File: config.mk
export PLATFORM = sky130hd
export DESIGN_NAME = mem_arbiter
export DESIGN_NICKNAME = d
export VERILOG_FILES = /design/src/rtl/mem_arbiter.sv
export SDC_FILE = /design/constraint.sdc
export NUM_CORES = 1
export LEC_CHECK = 0
export BUFFER_PORTS_ARGS = -buffer_cell sky130_fd_sc_hd__clkbuf_2
export CAP_MARGIN = 10
export CORE_AREA = 3 3 143 145
export CTS_CLUSTER_SIZE = 30
export DETAILED_ROUTE_END_ITERATION = 8
export DIE_AREA = 0 0 146 148
export PLACE_DENSITY = 0.68
export SETUP_SLACK_MARGIN = 0.4
export SLEW_MARGIN = 20
export SYNTH_ARGS = -nofsm -noshare
export SYNTH_HDL_FRONTEND = slang
export SYNTH_SLANG_ARGS = --single-unit
export TNS_END_PERCENT = 10
File: constraint.sdc
create_clock -name clk -period 2.8 [get_ports clk]
set_input_delay 0.84 -clock clk [delete_from_list [all_inputs] [get_ports clk]]
set_output_delay 0.84 -clock clk [all_outputs]
set_load 0.01 [all_outputs]
File: src/rtl/mem_arbiter.sv
// Round-robin arbiter sharing one single-port memory between fetch (IF) and load/store (DM).
// Optional grant/conflict statistics counters are built when MEM_ARB_STATS_EN is defined.
module mem_arbiter #(
  parameter int DATA_WIDTH = 32,
  parameter int RD_LATENCY = 1
) (
  input  logic                  clk,
  input  logic                  rst,
  input  logic                  if_req_valid_i,
  output logic                  if_req_ready_o,
  input  logic [DATA_WIDTH-1:0] if_addr_i,
  output logic                  if_rsp_valid_o,
  output logic [DATA_WIDTH-1:0] if_rsp_data_o,
  input  logic                  dm_req_valid_i,
  output logic                  dm_req_ready_o,
  input  logic [DATA_WIDTH-1:0] dm_addr_i,
  input  logic                  dm_wr_en_i,
  input  logic [3:0]            dm_byte_en_i,
  input  logic [DATA_WIDTH-1:0] dm_wr_data_i,
  output logic                  dm_rsp_valid_o,
  output logic [DATA_WIDTH-1:0] dm_rsp_data_o,
  output logic                  mem_en_o,
  output logic [DATA_WIDTH-1:0] mem_addr_o,
  output logic                  mem_wr_en_o,
  output logic [3:0]            mem_byte_en_o,
  output logic [DATA_WIDTH-1:0] mem_wr_data_o,
  input  logic [DATA_WIDTH-1:0] mem_rd_data_i,
  output logic                  busy_o,
  output logic [31:0]           if_grant_cnt_o,
  output logic [31:0]           dm_grant_cnt_o,
  output logic [31:0]           conflict_cnt_o
);

  typedef enum logic [1:0] {IDLE, ISSUE, WAIT, RESP} state_t;

  localparam logic [1:0] WAIT_LAST = (RD_LATENCY > 1) ? 2'(RD_LATENCY - 2) : 2'd0;

  state_t                state_q, state_d;
  logic                  last_dm_q, last_dm_d;
  logic                  gnt_dm_q, gnt_dm_d;
  logic                  pick_dm;
  logic [DATA_WIDTH-1:0] addr_q, addr_d;
  logic [DATA_WIDTH-1:0] wdata_q, wdata_d;
  logic                  wr_q, wr_d;
  logic [3:0]            be_q, be_d;
  logic [1:0]            cnt_q, cnt_d;
  logic [DATA_WIDTH-1:0] if_data_q, if_data_d;
  logic [DATA_WIDTH-1:0] dm_data_q, dm_data_d;
  logic [DATA_WIDTH-1:0] rsp_val;

  always_ff @(posedge clk) begin
    if (rst) begin
      state_q   <= IDLE;
      last_dm_q <= 1'b0;
      gnt_dm_q  <= 1'b0;
      addr_q    <= '0;
      wdata_q   <= '0;
      wr_q      <= 1'b0;
      be_q      <= 4'h0;
      cnt_q     <= 2'd0;
      if_data_q <= '0;
      dm_data_q <= '0;
    end else begin
      state_q   <= state_d;
      last_dm_q <= last_dm_d;
      gnt_dm_q  <= gnt_dm_d;
      addr_q    <= addr_d;
      wdata_q   <= wdata_d;
      wr_q      <= wr_d;
      be_q      <= be_d;
      cnt_q     <= cnt_d;
      if_data_q <= if_data_d;
      dm_data_q <= dm_data_d;
    end
  end

  always_comb begin
    state_d        = state_q;
    last_dm_d      = last_dm_q;
    gnt_dm_d       = gnt_dm_q;
    addr_d         = addr_q;
    wdata_d        = wdata_q;
    wr_d           = wr_q;
    be_d           = be_q;
    cnt_d          = cnt_q;
    if_data_d      = if_data_q;
    dm_data_d      = dm_data_q;
    pick_dm        = 1'b0;
    if_req_ready_o = 1'b0;
    dm_req_ready_o = 1'b0;
    mem_en_o       = 1'b0;
    if_rsp_valid_o = 1'b0;
    dm_rsp_valid_o = 1'b0;
    if_rsp_data_o  = if_data_q;
    dm_rsp_data_o  = dm_data_q;
    rsp_val        = wr_q ? '0 : mem_rd_data_i;
    case (state_q)
      IDLE: begin
        // rst gating keeps a handshake from completing on a reset edge
        if (!rst && (if_req_valid_i || dm_req_valid_i)) begin
          pick_dm   = dm_req_valid_i && (!if_req_valid_i || !last_dm_q);
          state_d   = ISSUE;
          last_dm_d = pick_dm;
          gnt_dm_d  = pick_dm;
          if (pick_dm) begin
            dm_req_ready_o = 1'b1;
            addr_d         = dm_addr_i;
            wr_d           = dm_wr_en_i;
            be_d           = dm_byte_en_i;
            wdata_d        = dm_wr_data_i;
          end else begin
            if_req_ready_o = 1'b1;
            addr_d         = if_addr_i;
            wr_d           = 1'b0;
            be_d           = 4'hF;
            wdata_d        = '0;
          end
        end
      end
      ISSUE: begin
        mem_en_o = !rst;
        cnt_d    = 2'd0;
        state_d  = (RD_LATENCY > 1) ? WAIT : RESP;
      end
      WAIT: begin
        if (cnt_q == WAIT_LAST) state_d = RESP;
        else                    cnt_d   = cnt_q + 2'd1;
      end
      RESP: begin
        state_d = IDLE;
        if (!rst) begin
          if (gnt_dm_q) begin
            dm_rsp_valid_o = 1'b1;
            dm_rsp_data_o  = rsp_val;
            dm_data_d      = rsp_val;
          end else begin
            if_rsp_valid_o = 1'b1;
            if_rsp_data_o  = rsp_val;
            if_data_d      = rsp_val;
          end
        end
      end
      default: state_d = IDLE;
    endcase
  end

  assign mem_addr_o    = addr_q & ~DATA_WIDTH'(3);
  assign mem_wr_en_o   = wr_q && (state_q == ISSUE || state_q == WAIT);
  assign mem_byte_en_o = be_q;
  assign mem_wr_data_o = wdata_q;
  assign busy_o        = (state_q != IDLE);

`ifdef MEM_ARB_STATS_EN
  logic [31:0] if_cnt_q, dm_cnt_q, cf_cnt_q;

  always_ff @(posedge clk) begin
    if (rst) begin
      if_cnt_q <= '0;
      dm_cnt_q <= '0;
      cf_cnt_q <= '0;
    end else begin
      if (if_req_valid_i && if_req_ready_o && if_cnt_q != '1) if_cnt_q <= if_cnt_q + 32'd1;
      if (dm_req_valid_i && dm_req_ready_o && dm_cnt_q != '1) dm_cnt_q <= dm_cnt_q + 32'd1;
      if (state_q == IDLE && if_req_valid_i && dm_req_valid_i && cf_cnt_q != '1)
        cf_cnt_q <= cf_cnt_q + 32'd1;
    end
  end

  assign if_grant_cnt_o = if_cnt_q;
  assign dm_grant_cnt_o = dm_cnt_q;
  assign conflict_cnt_o = cf_cnt_q;
`else
  assign if_grant_cnt_o = '0;
  assign dm_grant_cnt_o = '0;
  assign conflict_cnt_o = '0;
`endif

endmodule

## After elaboration in Yosys (flattened, before gate mapping)

Index checks and enable logic that the tools add are counted.

- Flip-flop bits (word level): 138
- Bits of input ports: 137
- Logic and storage cells: 61

- $add $sub $neg: 1
- Equal/unequal tests: 6
- Multiplexer cells: 29
- Reduce and logical (&&, ||, !) cells: 16

Operators with widths:

| operator | count |
|---|---|
| $mux W32 | 9 |
| $mux W1 | 14 |
| $pmux W2 S4 | 1 |
| $mux W2 | 3 |
| $ne A2 B2 Y1 const B | 3 |
| $reduce_and A2 Y1 | 3 |
| $eq A2 B2 Y1 const B | 2 |
| $logic_not A2 Y1 | 2 |
| $mux W4 | 1 |
| $pmux W2 S2 | 1 |
| $reduce_bool A2 Y1 | 2 |
| $logic_and A1 B1 Y1 | 3 |
| $logic_not A1 Y1 | 3 |
| $logic_or A1 B1 Y1 | 3 |
| $add A2 B1 Y2 const B | 1 |
| $eq A2 B1 Y1 const B | 1 |

## Longest topological paths before layout

Gate-level depths: netlist (run 1).

- Depth after elaboration: 6
- Mapped depth: 7
- Gate-level depth less buffers: 5

## Least setup slack after synthesis (run 1)

Ideal clock, no wire load.

- Path type: input to output
- From: in rst
- To: out if_rsp_data_o[15]
- Arrival time: 1.853 ns
- Slack: 0.107 ns
- Stages: 5
- Path buffers: 3
- Path through: buf_6 or3b_1 buf_6 buf_6 o21ai_0

- Word-level cells in the longest chain between the ends: 2

RTL lines:

| what | line | RTL |
|---|---|---|
| start: declaration | 8 | `input logic rst,` |
| $mux W32 | 131 | `if (!rst) begin` |
| $mux W32 | 97 | `case (state_q)` |
| end: declaration | 13 | `output logic [DATA_WIDTH-1:0] if_rsp_data_o,` |

No other way between the ends.

## Final worst setup path (run 1)

- From: in rst
- To: out dm_rsp_data_o[29]

- Word-level cells in the longest chain between the ends: 2

RTL lines:

| what | line | RTL |
|---|---|---|
| $mux W32 | 131 |  |
| $mux W32 | 97 |  |
| end: declaration | 21 | `output logic [DATA_WIDTH-1:0] dm_rsp_data_o,` |

No other way between the ends.

==> metrics.txt, run 1 <==
run status complete, no violations; Die Footprint 21600 sq um; Congestion Overflow GR 0; Tightest Pin Transition 560 ps; Logic pwr share 0.205; net switching power roughly 1.7 mW; layout cells sized above 1 0.400; Final setup viols 0; CTS Buf Count 17; H-tree lvl count 4; share of the synthesized area in the top cell type 0.393; crit-path cells buf_12, nand3b_1, buf_6, clkbuf_16, a21o_1, buf_2; Final min period 2790 ps; critical path data arrival time 1950 ps; clock buffer depth 2; Avg Inst Size Synth between 9 and 10 sq um; Area Overhead vs Synth 35.8%; CTS tree done; max incr delay on CP 290 ps; Leak Pwr just over 5 nW; Post-DRT Antenna Nets 0; CP startpoint kind input pin; Hold Path Sink dm_data_q[14]; Clk pin slew, worst setup/hold paths approximately 60 ps; DR pass1 iterations 4; Netlist cell types 32; placement row count 51; final net count 1182; Max VDD drop between 0.3 and 0.4 mV; Tightest Hold Check Type reg -> reg; chip width 146 um; Synth area leader dfxtp_1; antenna violations before repair 0; CP max stage cell nand3b_1; top cells by area, synth dfxtp_1 (39%), buf_4 (11%), mux2i_1 (8.8%); DIE HEIGHT between 100 and 150 um; # diodes 0; R2R depth 7; DR vias/cell 4.61; vias in the first global route 5693; number of port buffers 269; clock share of power 0.406; GPL Wtd Cong 0.729; Max Fanout on Critical Path 8; worst r2r dst addr_q[29]; CP Class in -> out; hold depth 1; max-slew violation count 0; Worst Path Required 1960 ps; Final Hold Fails 0; CP delay by family, top buffers and inverters; Ys Warns 0; flop-to-flop setup slack 1010 ps; max_slew headroom 0.627; Area after DPL 8320 sq um; min-delay src dm_data_q[14]; Flop pwr share 0.389; GRT Util Overall 0.167; Sinks on Clock Net about 140; Starting Density 0.359; WHS approximately 450 ps; r2r startpoint state_q[0]; Internal Pwr Total 3.86 mW; Sw Share 0.307; clock skew 9.95 ps; sequential cell area fraction in the yosys report 0.393; Post-synth EDFFs 0; Max Fclk about 360 MHz; critical path capture point type output pin; Final Core Density 0.487; fin crit share 0.995; Yosys reg bits 136; Synth async-reset ratio 0; most used flip-flop cell after synthesis dfxtp_1; Design Area, Final 9410 sq um; largest net degree at the start of global routing 47; DR iter-0 viols 155; Core ar. 19300 sq um; PwrDens 592 nW/um^2; DRC violations left 0; cell count after synthesis 767; Cell Area, Synth 6930 sq um; Buf/Inv on CP 4; DR vias 6073; unrepaired setup endpoints after global routing true; wire length per cell 14.9 um; global-route wire length before repair 29.3 mm; Post-DP HPWL 13.1 mm; top-count cell post-synth dfxtp_1; Hold Buf Count CTS 0; Post-synth top cells dfxtp_1 (136), buf_4 (104), nand2b_1 (67), a21o_1 (64), mux2i_1 (61); CTS root buf clkbuf_16; Total Wirelength between 15 and 20 mm; io pins 372; Max-cap violations 0; clk_lat worst skew 420 ps
## layer usage
metal / track usage / vias up / wire (um)
li1: - / 3006 / -
met1: 0.203 / 2816 / 8190
met2: 0.286 / 240 / 9790
met3: 0.0576 / 11 / 1500
met4: 0.0409 / 0 / 155
met5: 0 / - / 0
## per-stage QoR
stage	power (mW)	instances	setup slack [ps]	setup TNS [ps]
after detailed placement	3.26	1273	-12.8	-24.4
after global placement	3.25	1273	-19.5	-34.7
after global routing	5.87	1316	-55.5	-1240
after floorplan	2.96	864	128	0
final	5.57	1316	13.7	0
after CTS	5.59	1307	6.06	0
## cells by family after synthesis
logic type | count (synthesis) | synth area share
buf+inv | 168 | 0.160
fa+ha+maj | 7 | 0.0126
simple gates | 185 | 0.145
other cells | 1 | 0.000541
flops | 136 | 0.393
mux | 62 | 0.0897
compound gates | 208 | 0.200
## power groups by stage
stage / clock [mW] / sequential (mW) / combinational (mW)
2_1_floorplan: 0 / 2.24 / 0.722
3_3_place_gp: 0 / 2.20 / 1.05
3_5_place_dp: 0 / 2.20 / 1.06
4_1_cts: 2.34 / 2.17 / 1.09
5_1_grt: 2.43 / 2.19 / 1.26
6_report: 2.26 / 2.17 / 1.14
## repair_timing
item | 4_1_cts | 5_1_grt
buffers inserted | 1 | 5
cloned | 1 | 4
setup endpoints to repair | 70 | 70
resized for setup | 27 | 99
endpoints found under the hold margin | 0 | 0
pin swaps | 6 | 43
## worst register-to-register path, delay by kind of cell (launching register included)
family | cells | cell delay [ps]
adder cells (fa/ha/maj) | 1 | 180
buffers and inverters | 3 | 720
flip-flops | 1 | 350
multiplexers | 1 | 280
AND/OR/NAND/NOR | 2 | 200
## cell usage in the layout (no fill, tap or decap), types with 4 or more instances in the layout
cell         n
clkbuf_2   226
o21ai_2     29
nand2b_1    66
inv_8        4
conb_1      98
nor2b_1      8
a21oi_1     37
inv_6        5
o21ai_0     34
nand2_2      7
buf_2       27
nand2_4     10
clkbuf_16   20
nor2_2       5
ha_1         4
buf_12       5
o22a_1       4
nand2_1     16
a2bb2o_1    31
nand4_1     33
dfxtp_1    133
nor2_1      30
mux2i_1     61
buf_6       16
buf_4       33
inv_1        5
a21o_1      64
## worst max path at each step
stage,start,end,slack [ps],cells past startpoint
2_1_floorplan,rst,if_rsp_data_o[0],130,5
3_3_place_gp,rst,if_rsp_data_o[25],-20,5
3_5_place_dp,rst,if_rsp_data_o[22],-10,5
4_1_cts,state_q[1],dm_rsp_data_o[30],6,7
5_1_grt,state_q[0],dm_rsp_data_o[25],-60,7
6_report,rst,dm_rsp_data_o[29],10,6
## flip-flops by register name, indices dropped and copies added, names as in the netlist
register,flops
if_data_q,32
addr_q,30
mem_wr_data_o,32
mem_byte_en_o,4
cnt_q,2
gnt_dm_q,1
dm_data_q,32
state_q,2
wr_q,1
## layout make-up
| type | count | area, sq um |
|---|---|---|
| fill | 1885 | 9920 |
| multi-input combinational | 560 | 3770 |
| sequential | 136 | 2730 |
| timing repair buffer | 314 | 1940 |
| clock buffer | 17 | 425 |
| tap | 265 | 332 |
| clock inverter | 15 | 176 |
| inverter | 9 | 40.0 |
Note: power is estimated with default switching activity, not from simulation.
==> run 2, diff against run 1 <==
--- a/config.mk
+++ b/config.mk
@@ -7,11 +7,11 @@
 export LEC_CHECK = 0
 export BUFFER_PORTS_ARGS = -buffer_cell sky130_fd_sc_hd__clkbuf_2
 export CAP_MARGIN = 10
-export CORE_AREA = 3 3 143 145
+export CORE_AREA = 2 2 146 148
 export CTS_CLUSTER_SIZE = 30
 export DETAILED_ROUTE_END_ITERATION = 8
-export DIE_AREA = 0 0 146 148
-export PLACE_DENSITY = 0.68
+export DIE_AREA = 0 0 148 150
+export PLACE_DENSITY = 0.65
 export SETUP_SLACK_MARGIN = 0.4
 export SLEW_MARGIN = 20
 export SYNTH_ARGS = -nofsm -noshare
==> run 2 against run 1 <==
  * Global-route usage shrank 1.1 points
  * Wire length shrank 4.2%
  * Via count shrank 0.76%
  * Critical path type is now reg -> out
==> metrics.txt, run 2 (synthesized netlist as in run 1, its figures left out) <==
flop-to-flop setup slack 1070 ps; max-slew violation count 0; CP Capture Point if_rsp_data_o[10]; footprint of the multi-input gates approximately 3900 sq um; antenna violations before repair 0; WHS about 450 ps; Worst Path Required 1960 ps; DR vias/cell between 4 and 5; vias in the first global route 5425; Sequential Area 2730 sq um; CTS root buf clkbuf_16; clk_lat worst skew 410 ps; most frequent cells in the layout clkbuf_2 (218), dfxtp_1 (134), conb_1 (98), nand2b_1 (65), a21o_1 (64); critical path capture point type output pin; clock buffer depth 2; final net count 1169; CP delay by family, top simple AND/OR/NAND/NOR gates; # diodes 0; number of port buffers around 270; DR iter-0 viols 203; DR vias ~6k; Tightest Hold Check Type reg -> reg; Leak Pwr 5.04 nW; CP max stage cell or3b_4; Sinks on Clock Net 136; worst r2r dst addr_q[23]; r2r startpoint state_q[0]; Hold Buf Count CTS 0; Buf/Inv on CP 2; Final Hold Fails 0; Final setup viols 0; DR pass1 iterations 4; Max Fclk 358 MHz; Max VDD drop 0.346 mV; CP startpoint kind register; Die Footprint 22200 sq um; Setup crit start state_q[0]; PwrDens 594 nW/um^2; number of cells on the critical path 5; DIE HEIGHT 150 um; Starting Density 0.335; wire length per cell between 10 and 15 um; io pins 372; hold depth 1; run status complete, no violations; Non-Filler Instances between 1k and 1.5k; CTS Buf Count 17; Final min period 2790 ps; crit-path cells ha_4, or3b_4, clkbuf_16, o21ai_2, buf_2; R2R depth 6; max_slew headroom 0.628; Max Fanout on Critical Path 28; critical path data arrival time 1950 ps; GRT Util Overall 0.156; fin crit share 0.998; placement row count 53; layout cells sized above 1 0.400; Tightest Pin Transition 559 ps; Core ar. 20700 sq um; global-route wire length before repair 27.5 mm; dpl cells 1275; Post-DRT Antenna Nets 0; Area Overhead vs Synth 35.1%; max incr delay on CP 490 ps; Post-DP HPWL 12.8 mm; CP Class reg -> out; Max-cap violations 0; Clk pin slew, worst setup/hold paths 60 ps; chip width 148 um; commonest non-fill, non-tap cell in the layout clkbuf_2; Filler cells 2030; Total Wirelength about 19 mm; clock skew between 10 and 15 ps; H-tree lvl count 4; unrepaired setup endpoints after global routing true; largest net degree at the start of global routing 66; TNS Setup 0 ps; DRC violations left 0; CTS tree done; Congestion Overflow GR 0; GPL Wtd Cong between 0.7 and 0.8
## run 2: per-layer routing
layer  global-route usage  routed length, um
met1                0.187               8030
met2                0.268               9270
met3               0.0521               1350
met4               0.0429                183
met5                    0                  0
## run 2: power by group
group          total, mW  switching [mW]  internal [mW]
registers           2.17          0.0780           2.09
clock network       2.26           0.929           1.33
logic               1.14           0.653          0.484
total               5.56            1.66           3.90
## run 2: repair_timing
| action | CTS | global route |
|---|---|---|
| pin swaps | 41 | 24 |
| buffers inserted | 1 | 1 |
| gates cloned | 0 | 4 |
| resized for setup | 77 | 73 |
| setup endpoints to repair | 69 | 68 |
## run 2: through the flow
step	instance area [sq um]	power [mW]	setup WS, ps	util
global placement	8280	3.25	46.7	0.400
floorplan	7410	2.96	128	-
CTS	9180	5.61	-5.73	0.444
detailed placement	8280	3.26	14.2	0.400
global route	9370	5.84	-64.6	0.453
finish	9370	5.56	6.36	0.453
## run 2: area by class of cell
class	instances	share of cell area
tap	275	0.0367
clock inverter	15	0.0178
sequential	136	0.291
multi-input combinational	560	0.411
timing repair buffer	301	0.193
inverter	9	0.00441
clock buffer	17	0.0454
## run 2: worst min path at each step
stage / from / endpoint / slack [ps]
after floorplan: dm_data_q[10] / dm_data_q[10] / 430
after global placement: dm_data_q[15] / dm_data_q[15] / 430
after detailed placement: dm_data_q[15] / dm_data_q[15] / 440
after CTS: dm_data_q[2] / dm_data_q[2] / 450
after global routing: dm_data_q[17] / dm_data_q[17] / 460
final: dm_data_q[9] / dm_data_q[9] / 450
==> run 3, diff against run 2 <==
--- a/config.mk
+++ b/config.mk
@@ -8,6 +8,7 @@
 export BUFFER_PORTS_ARGS = -buffer_cell sky130_fd_sc_hd__clkbuf_2
 export CAP_MARGIN = 10
 export CORE_AREA = 2 2 146 148
+export CTS_BUF_LIST = sky130_fd_sc_hd__clkbuf_4
 export CTS_CLUSTER_SIZE = 30
 export DETAILED_ROUTE_END_ITERATION = 8
 export DIE_AREA = 0 0 148 150
==> run 3 against run 2 <==
  * The flow now finishes with violations (setup timing)
  * Combinational power up 4%
  * Flip-flop and latch count is the same
  * First-iteration DRC count up 14%
  * Via count grew 1.3%
  * Register-to-register slack got worse by 30 ps
  * Die area is the same
  * Sequential share of layout area rose by 0.97 points
  * Final area down 3.2%
  * Non-clock buffer count rose by 11
  * Critical endpoint is now if_rsp_data_o[13]
==> metrics.txt, run 3 (synthesized netlist as in run 1, its figures left out) <==
Post-DP HPWL roughly 13 mm; max_slew headroom 0.625; worst r2r dst addr_q[26]; Max Fanout on Critical Path 14; Post-DRT Antenna Nets 0; max-slew violation count 0; CTS Buf Count 17; Die Footprint 22200 sq um; fin crit share 1.03; chip width approximately 150 um; r2r startpoint state_q[0]; CP startpoint kind register; DR pass1 iterations 4; violated checks setup timing; total power draw 4.72 mW; Congestion Overflow GR 0; Area Overhead vs Synth 30.7%; wire length per cell 14.6 um; Non-Filler Instances about 1.3k; CTS root buf clkbuf_4; Clk pin slew, worst setup/hold paths 130 ps; placement row count 53; most frequent cells in the layout clkbuf_2 (252), dfxtp_1 (134), conb_1 (98), nand2b_1 (66), a21o_1 (64); run status finished with violations; Max VDD drop 0.304 mV; DRC violations left 0; Starting Density 0.335; Leak Pwr 4.98 nW; PwrDens 520 nW/um^2; DIE HEIGHT 150 um; critical path data arrival time roughly 2000 ps; GRT Util Overall 0.167; global-route wire length before repair 29.1 mm; io pins between 300 and 400; DR vias a little over 6k; clock buffer depth 2; commonest non-fill, non-tap cell in the layout clkbuf_2; flop-to-flop setup slack approximately 1000 ps; Max-cap violations 0; Final Hold Fails 0; min-delay src dm_data_q[15]; GPL Wtd Cong 0.797; Worst Path Required 1960 ps; Final Core Density 0.438; R2R depth 7; Hold Path Sink dm_data_q[15]; CP Class reg -> out; Core ar. 20700 sq um; number of port buffers 269; Final min period 2880 ps; clock skew 23.6 ps; Tightest Pin Transition 562 ps; setup ws final -79.2 ps; H-tree lvl count 4; DR vias/cell between 4 and 5; final net count about 1.2k; critical path capture point type output pin; DR iter-0 viols 231; dpl cells 1275; Tightest Hold Check Type reg -> reg; Final setup viols 37; hold depth 1; unrepaired setup endpoints after global routing true; clk_lat worst skew 530 ps; CTS tree done; antenna violations before repair 1; Total Wirelength 19.3 mm; largest net degree at the start of global routing 42; vias in the first global route 5626; layout cells sized above 1 0.389; Max Fclk 347 MHz; Sinks on Clock Net 136
==> run 3: worst max-delay path, cell delays in order, from the launching register on <==
cell	delay, ps
dfxtp_4	380
ha_4	120
or3b_4	410
buf_12	180
buf_16	160
nand2_1	90
o21ai_2	50
clkbuf_2	120
==> run 3: metal layers <==
layer,up-vias,part of all wire,GRT usage
li1,2998,-,-
met1,2845,0.41,0.195
met2,248,0.50,0.292
met3,12,0.074,0.0521
met4,0,0.014,0.0514
met5,-,0,0
==> run 3: area by class of cell <==
cell class / count / area [sq um]
diodes: 1 / 2.50
clock buffers: 17 / 128
clock inverters: 15 / 166
fillers: 2083 / 11600
inverters: 9 / 38.8
multi-input cells: 560 / 3700
flip-flops and latches: 136 / 2730
well taps: 275 / 344
repair buffers: 312 / 1950
==> run 3: report_power, final <==
part	switching [mW]	total (mW)	internal [mW]
Combinational	0.661	1.19	0.532
Clock	0.811	1.36	0.549
Sequential	0.0763	2.16	2.09
==> run 3: worst max-delay path by stage <==
stage	start	to	slack, ps	cells past startpoint
floorplan	rst	if_rsp_data_o[0]	130	5
global placement	rst	if_rsp_data_o[12]	50	5
detailed placement	rst	if_rsp_data_o[15]	10	5
CTS	state_q[1]	if_rsp_data_o[11]	-170	6
global route	state_q[1]	if_rsp_data_o[19]	-240	7
finish	state_q[1]	if_rsp_data_o[13]	-80	7
==> run 3: what timing repair did <==
item,in CTS,in global routing
hold buffers,0,0
setup buffers,8,0
pin swaps,30,6
setup endpoints to repair,71,71
cloned,9,0
gates resized for setup,42,25
==> run 3: through the flow <==
step	cell area [sq um]	setup TNS (ps)	hold slack, ps	setup slack, ps
2_1_floorplan	7410	0	427	128
3_3_place_gp	8280	0	433	46.7
3_5_place_dp	8280	0	439	14.2
4_1_cts	9030	-7330	470	-167
5_1_grt	9070	-12010	463	-243
6_report	9070	-1820	465	-79.2
